$ cat src/rtl/parity_frame_ctrl.sv
// Frame-level controller around an 8-bit even-parity generator/checker.
// Accepts FRAME_LEN bytes over a valid/ready handshake, checks each byte's
// received parity, forwards it with regenerated parity through a one-entry
// output buffer, and keeps per-frame error statistics.
module parity_frame_ctrl #(
    parameter int FRAME_LEN = 16,
    parameter int CNT_W     = 5
) (
    input  logic             clk,
    input  logic             rst,
    input  logic             start,
    input  logic             abort,
    input  logic             in_valid,
    input  logic [7:0]       in_data,
    input  logic             in_parity,
    output logic             in_ready,
    output logic             out_valid,
    output logic [7:0]       out_data,
    output logic             out_parity,
    input  logic             out_ready,
    output logic             busy,
    output logic             frame_done,
    output logic [CNT_W-1:0] err_count,
    output logic [CNT_W-1:0] first_err_idx,
    output logic             err_flag
);

    typedef enum logic [1:0] {
        S_IDLE   = 2'd0,
        S_ACTIVE = 2'd1,
        S_DRAIN  = 2'd2,
        S_DONE   = 2'd3
    } state_t;

    localparam logic [CNT_W-1:0] LAST_IDX = CNT_W'(FRAME_LEN - 1);
    localparam logic [CNT_W-1:0] ERR_MAX  = '1;

    state_t           state_q;
    logic             out_valid_q;
    logic [7:0]       out_data_q;
    logic             out_parity_q;
    logic [CNT_W-1:0] err_count_q;
    logic [CNT_W-1:0] err_count_d;
    logic [CNT_W-1:0] first_err_idx_q;
    logic             err_flag_q;
    logic [CNT_W-1:0] byte_idx_q;

    logic             accept;
    logic             byte_err;
    logic             gen_parity;
    logic             out_fire;

    // Handshake decode, parity generation/check and saturating error count.
    always_comb begin
        in_ready    = (state_q == S_ACTIVE) && (!out_valid_q || out_ready);
        accept      = in_ready && in_valid && !abort;
        gen_parity  = ^in_data;
        byte_err    = ^{in_data, in_parity};
        out_fire    = out_valid_q && out_ready;
        err_count_d = err_count_q;
        if (err_count_q != ERR_MAX) begin
            err_count_d = err_count_q + 1'b1;
        end
    end

    // Frame sequencer, output buffer and statistics registers.
    always_ff @(posedge clk) begin
        if (rst) begin
            state_q         <= S_IDLE;
            out_valid_q     <= 1'b0;
            out_data_q      <= 8'h00;
            out_parity_q    <= 1'b0;
            err_count_q     <= '0;
            first_err_idx_q <= '0;
            err_flag_q      <= 1'b0;
            byte_idx_q      <= '0;
        end else begin
            // A completed output handshake empties the buffer unless refilled below.
            if (out_fire) begin
                out_valid_q <= 1'b0;
            end

            case (state_q)
                S_IDLE: begin
                    if (start) begin
                        state_q         <= S_ACTIVE;
                        err_count_q     <= '0;
                        first_err_idx_q <= '0;
                        err_flag_q      <= 1'b0;
                        byte_idx_q      <= '0;
                    end
                end

                S_ACTIVE: begin
                    if (abort) begin
                        state_q     <= S_IDLE;
                        out_valid_q <= 1'b0;
                    end else if (accept) begin
                        out_data_q   <= in_data;
                        out_parity_q <= gen_parity;
                        out_valid_q  <= 1'b1;
                        byte_idx_q   <= byte_idx_q + 1'b1;
                        if (byte_err) begin
                            err_count_q <= err_count_d;
                            if (!err_flag_q) begin
                                first_err_idx_q <= byte_idx_q;
                                err_flag_q      <= 1'b1;
                            end
                        end
                        if (byte_idx_q == LAST_IDX) begin
                            state_q <= S_DRAIN;
                        end
                    end
                end

                S_DRAIN: begin
                    if (abort) begin
                        state_q     <= S_IDLE;
                        out_valid_q <= 1'b0;
                    end else if (!out_valid_q || out_ready) begin
                        // Buffer is empty now or empties on this edge.
                        state_q <= S_DONE;
                    end
                end

                S_DONE: begin
                    state_q <= S_IDLE;
                end

                default: begin
                    state_q <= S_IDLE;
                end
            endcase
        end
    end

    assign out_valid     = out_valid_q;
    assign out_data      = out_data_q;
    assign out_parity    = out_parity_q;
    assign busy          = (state_q == S_ACTIVE) || (state_q == S_DRAIN);
    assign frame_done    = (state_q == S_DONE);
    assign err_count     = err_count_q;
    assign first_err_idx = first_err_idx_q;
    assign err_flag      = err_flag_q;

endmodule
$ cat config.mk
export PLATFORM = sky130hd
export DESIGN_NAME = parity_frame_ctrl
export DESIGN_NICKNAME = d
export VERILOG_FILES = /design/src/rtl/parity_frame_ctrl.sv
export SDC_FILE = /design/constraint.sdc
export NUM_CORES = 1
export LEC_CHECK = 0
export BUFFER_PORTS_ARGS = -buffer_cell sky130_fd_sc_hd__buf_2
export CAP_MARGIN = 10
export CORE_MARGIN = 2
export CORE_UTILIZATION = 30
export DETAILED_ROUTE_END_ITERATION = 12
export PLACE_DENSITY_LB_ADDON = 0.3
export SYNTH_ARGS = -nofsm -noshare
export SYNTH_HDL_FRONTEND = slang
export SYNTH_SLANG_ARGS = --single-unit
export TNS_END_PERCENT = 50
$ cat constraint.sdc
create_clock -name clk -period 4.5 [get_ports clk]
set_input_delay 0.225 -clock clk [delete_from_list [all_inputs] [get_ports clk]]
set_output_delay 0.225 -clock clk [all_outputs]
set_load 0.01 [all_outputs]
==> qor.txt <==
Setup crit start kind: register
Vias in the first global route: 1314
Largest net degree at the start of global routing: 26
Global routing met1 resource utilization: 16.8%
Data arrival, critical path: 2.93 ns
Gate count of the mapped netlist: 187
Most instantiated flip-flop cell in the synthesis netlist: sky130_fd_sc_hd__dfxtp_1
RSZ-0062 raised after global routing: no
Ratio of final minimum period to clock period: 61.2%
Clock buffers created by TritonCTS: 3
GRT Total Usage: 12.6%
Number of I/O pins: 39
Final global-route overflow total: 0
Number of setup buffers added after CTS: 0
Crit path launch: state_q[1]
Area growth from synthesis to final layout: 19.9%
Mean routed wirelength per cell: 12.3 um
Top-count cell post-synth: sky130_fd_sc_hd__dfxtp_1
Biggest area contributors in the synthesized netlist: sky130_fd_sc_hd__dfxtp_1 (36%), sky130_fd_sc_hd__ha_1 (7.2%), sky130_fd_sc_hd__nand2_1 (6.5%), sky130_fd_sc_hd__a21oi_1 (5.8%), sky130_fd_sc_hd__nor2_1 (3.8%)
Avg Synthesized Cell Area: 8.35 um^2
Via-to-Cell Ratio: 4.83
# rows: 26
Leading area contributor after synthesis: sky130_fd_sc_hd__dfxtp_1
Crit end category: register
Clock tree sinks: 28
Global-route layer with the greatest usage: met2
Hold violation total from the final report: 0
CTS tree: yes
Number of warning messages in the yosys log: 0
Syn_nets: 211
Final ANT Viol Nets: 0
Initial standard-cell utilization of the core: 30.8%
Commonest cells post-synth: sky130_fd_sc_hd__dfxtp_1 (28), sky130_fd_sc_hd__nand2_1 (27), sky130_fd_sc_hd__a21oi_1 (18), sky130_fd_sc_hd__nor2_1 (16), sky130_fd_sc_hd__ha_1 (9)
Width of the die: 76.1 um
Pre-antenna DRT Iters: 4
Number of antenna violations at the first check in global routing: 0
Run status: finished clean
Cell at the root of the clock tree: sky130_fd_sc_hd__clkbuf_8
Number of slew-limit violations in the final report: 0
Startpoint-to-endpoint class of the critical path: register to register
Count of hold-fix buffers inserted at cts: 0
Cell Area, Placed: 0.00180 mm^2
#FFs+latches synth: 28
Source of the worst register-to-register timing path: state_q[1]
Fraction of registers with async set or reset after synthesis: 0%
Required time reported for the critical path endpoint: 4.68 ns
Delay of the slowest cell on the worst path: 0.85 ns
Total power per unit cell area: 322 mW/mm^2
Transition at the pin with the smallest max-transition slack: 0.915 ns
Die Area: 0.00580 mm^2
Total of fill cells in the finished design: 544
Cell area after synthesis: 0.00156 mm^2
Remaining DRCs: 0
Number of max-cap violations: 0
Buffer depth of the longest clock path: 2
Final design area excluding fillers: 0.00187 mm^2
Post-DP HPWL: 2640 um
Static leakage: 0.801 nW
Core area: 0.00507 mm^2
Count of distinct cell types in the synthesized netlist: 45
Worst setup path end: err_count[2]
Resized Gates After CTS: 0
Number of nets in the layout: 245
Terminus of the critical flop-to-flop path: err_count[2]
Peak clock frequency supported by timing: 363 MHz
R2R setup slack: 1.75 ns
Total number of vias: 1400
Routability-driven placement congestion ratio: 0.755
Global-route wire length before repair: 6040 um
CTS H-tree depth: 1
Worst-case clock skew: 0.00318 ns
Total setup violations reported at the end of the flow: 0
Fraction of layout cells with a size suffix above 1: 23.2%
Shortest period the worst path allows: 2.75 ns
Total wirelength of the detailed-routed design: 3570 um
Hold Crit Class: primary input to register
Hold wc startpoint: in_data[7]
Slowest-stage cell, CP: sky130_fd_sc_hd__nor4_1
Met3 Use GR: 2.01%
Met2 layer usage reported by global route: 20.4%
Worst Reg2Reg Path Length in Cells: 7
Number of synthesized flops with an enable pin: 0
Clock insertion delay at the later pin of the skew report: 0.27 ns
Clock transition at the register clock pins on the worst setup and hold paths after CTS: 0.10 ns
Setup Total Neg Slack: 0 ns
Critical path peak fanout: 17
Sequential share of the synthesized area: 35.9%
Violation count after the first detailed-route iteration: 96
Yosys top cell area share: 35.9%
Buffers added on ports: 38
Crit-path cells: inv_1 -> ha_1 -> and2b_1 -> nand3_2 -> nor4_1 -> a31o_2 -> nand3_1
Number of inserted diodes: 0
Peak VDD IR: 0.130 mV
Max-slew headroom: 38.4%
Vertical die dimension: 76.1 um
power breakdown:
part | internal, mW | leakage [nW] | switching [mW] | total, mW
Sequential | 0.255 | 0.226 | 0.00562 | 0.261
Clock | 0.119 | 0.0357 | 0.0806 | 0.200
Combinational | 0.0530 | 0.539 | 0.0887 | 0.142
cells by family after synthesis:
group	synth area share, %
fa+ha+maj	7.21
flops	35.9
mux	1.28
buf+inv	3.69
simple gates	25.3
compound gates	19.2
xor+xnor	7.37
sequential cells by signal, summed over array words and instances, names as in the netlist:
signal	cells
out_data	8
byte_idx_q	5
err_count	5
first_err_idx	5
state_q	2
err_flag	1
out_parity	1
out_valid	1
routing by layer:
metal / up-vias / part of all wire [%]
li1: 737 / -
met2: 32 / 48
met1: 627 / 47
met5: - / 0
met4: 0 / 1.1
met3: 4 / 3.8
worst min path at each step:
stage	slack, ns	endpoint	cells after the start
final	0.20	out_data[7]	3
after detailed placement	0.46	out_data[7]	2
after CTS	0.19	out_data[1]	3
after global placement	0.45	out_data[7]	2
after global routing	0.20	out_data[7]	3
after floorplan	0.36	out_data[0]	2
through the flow:
step / power, mW / util, % / setup slack [ns] / hold WS, ns / std cells
after floorplan: 0.374 / - / 2.52 / 0.361 / 187
final: 0.602 / 36.9 / 1.75 / 0.200 / 290
after CTS: 0.610 / 36.9 / 1.73 / 0.193 / 290
after global routing: 0.635 / 36.9 / 1.45 / 0.201 / 290
after global placement: 0.410 / 35.5 / 1.78 / 0.449 / 286
after detailed placement: 0.410 / 35.5 / 1.74 / 0.455 / 286
worst max-delay path, delay by kind of cell (launching register included):
kind                     cells  cell delay (ns)
flip-flops                   1             0.35
adder cells (fa/ha/maj)      1             0.49
buffers and inverters        1             0.10
AND/OR/NAND/NOR              4             1.46
AO/OA/AOI/OAI                1             0.26
cells in the final DEF (no fill, tap or decap), types with 5 or more instances in the layout:
| master | n |
|---|---|
| sky130_fd_sc_hd__buf_2 | 38 |
| sky130_fd_sc_hd__nor2_1 | 16 |
| sky130_fd_sc_hd__nor3_1 | 5 |
| sky130_fd_sc_hd__dfxtp_1 | 28 |
| sky130_fd_sc_hd__ha_1 | 9 |
| sky130_fd_sc_hd__nand3_1 | 8 |
| sky130_fd_sc_hd__a21oi_1 | 18 |
| sky130_fd_sc_hd__nand2_1 | 27 |
| sky130_fd_sc_hd__inv_1 | 5 |
| sky130_fd_sc_hd__xnor2_1 | 6 |
layout make-up:
type	count	area [um^2]	area share, %
multi-input cells	145	943	50.4
flip-flops and latches	28	561	29.9
repair buffers	38	190	10.2
well taps	70	87.6	4.68
clock buffers	3	41.3	2.21
clock inverters	1	30.0	1.60
inverters	5	18.8	1.00
Note: power is estimated with default switching activity, not from simulation.
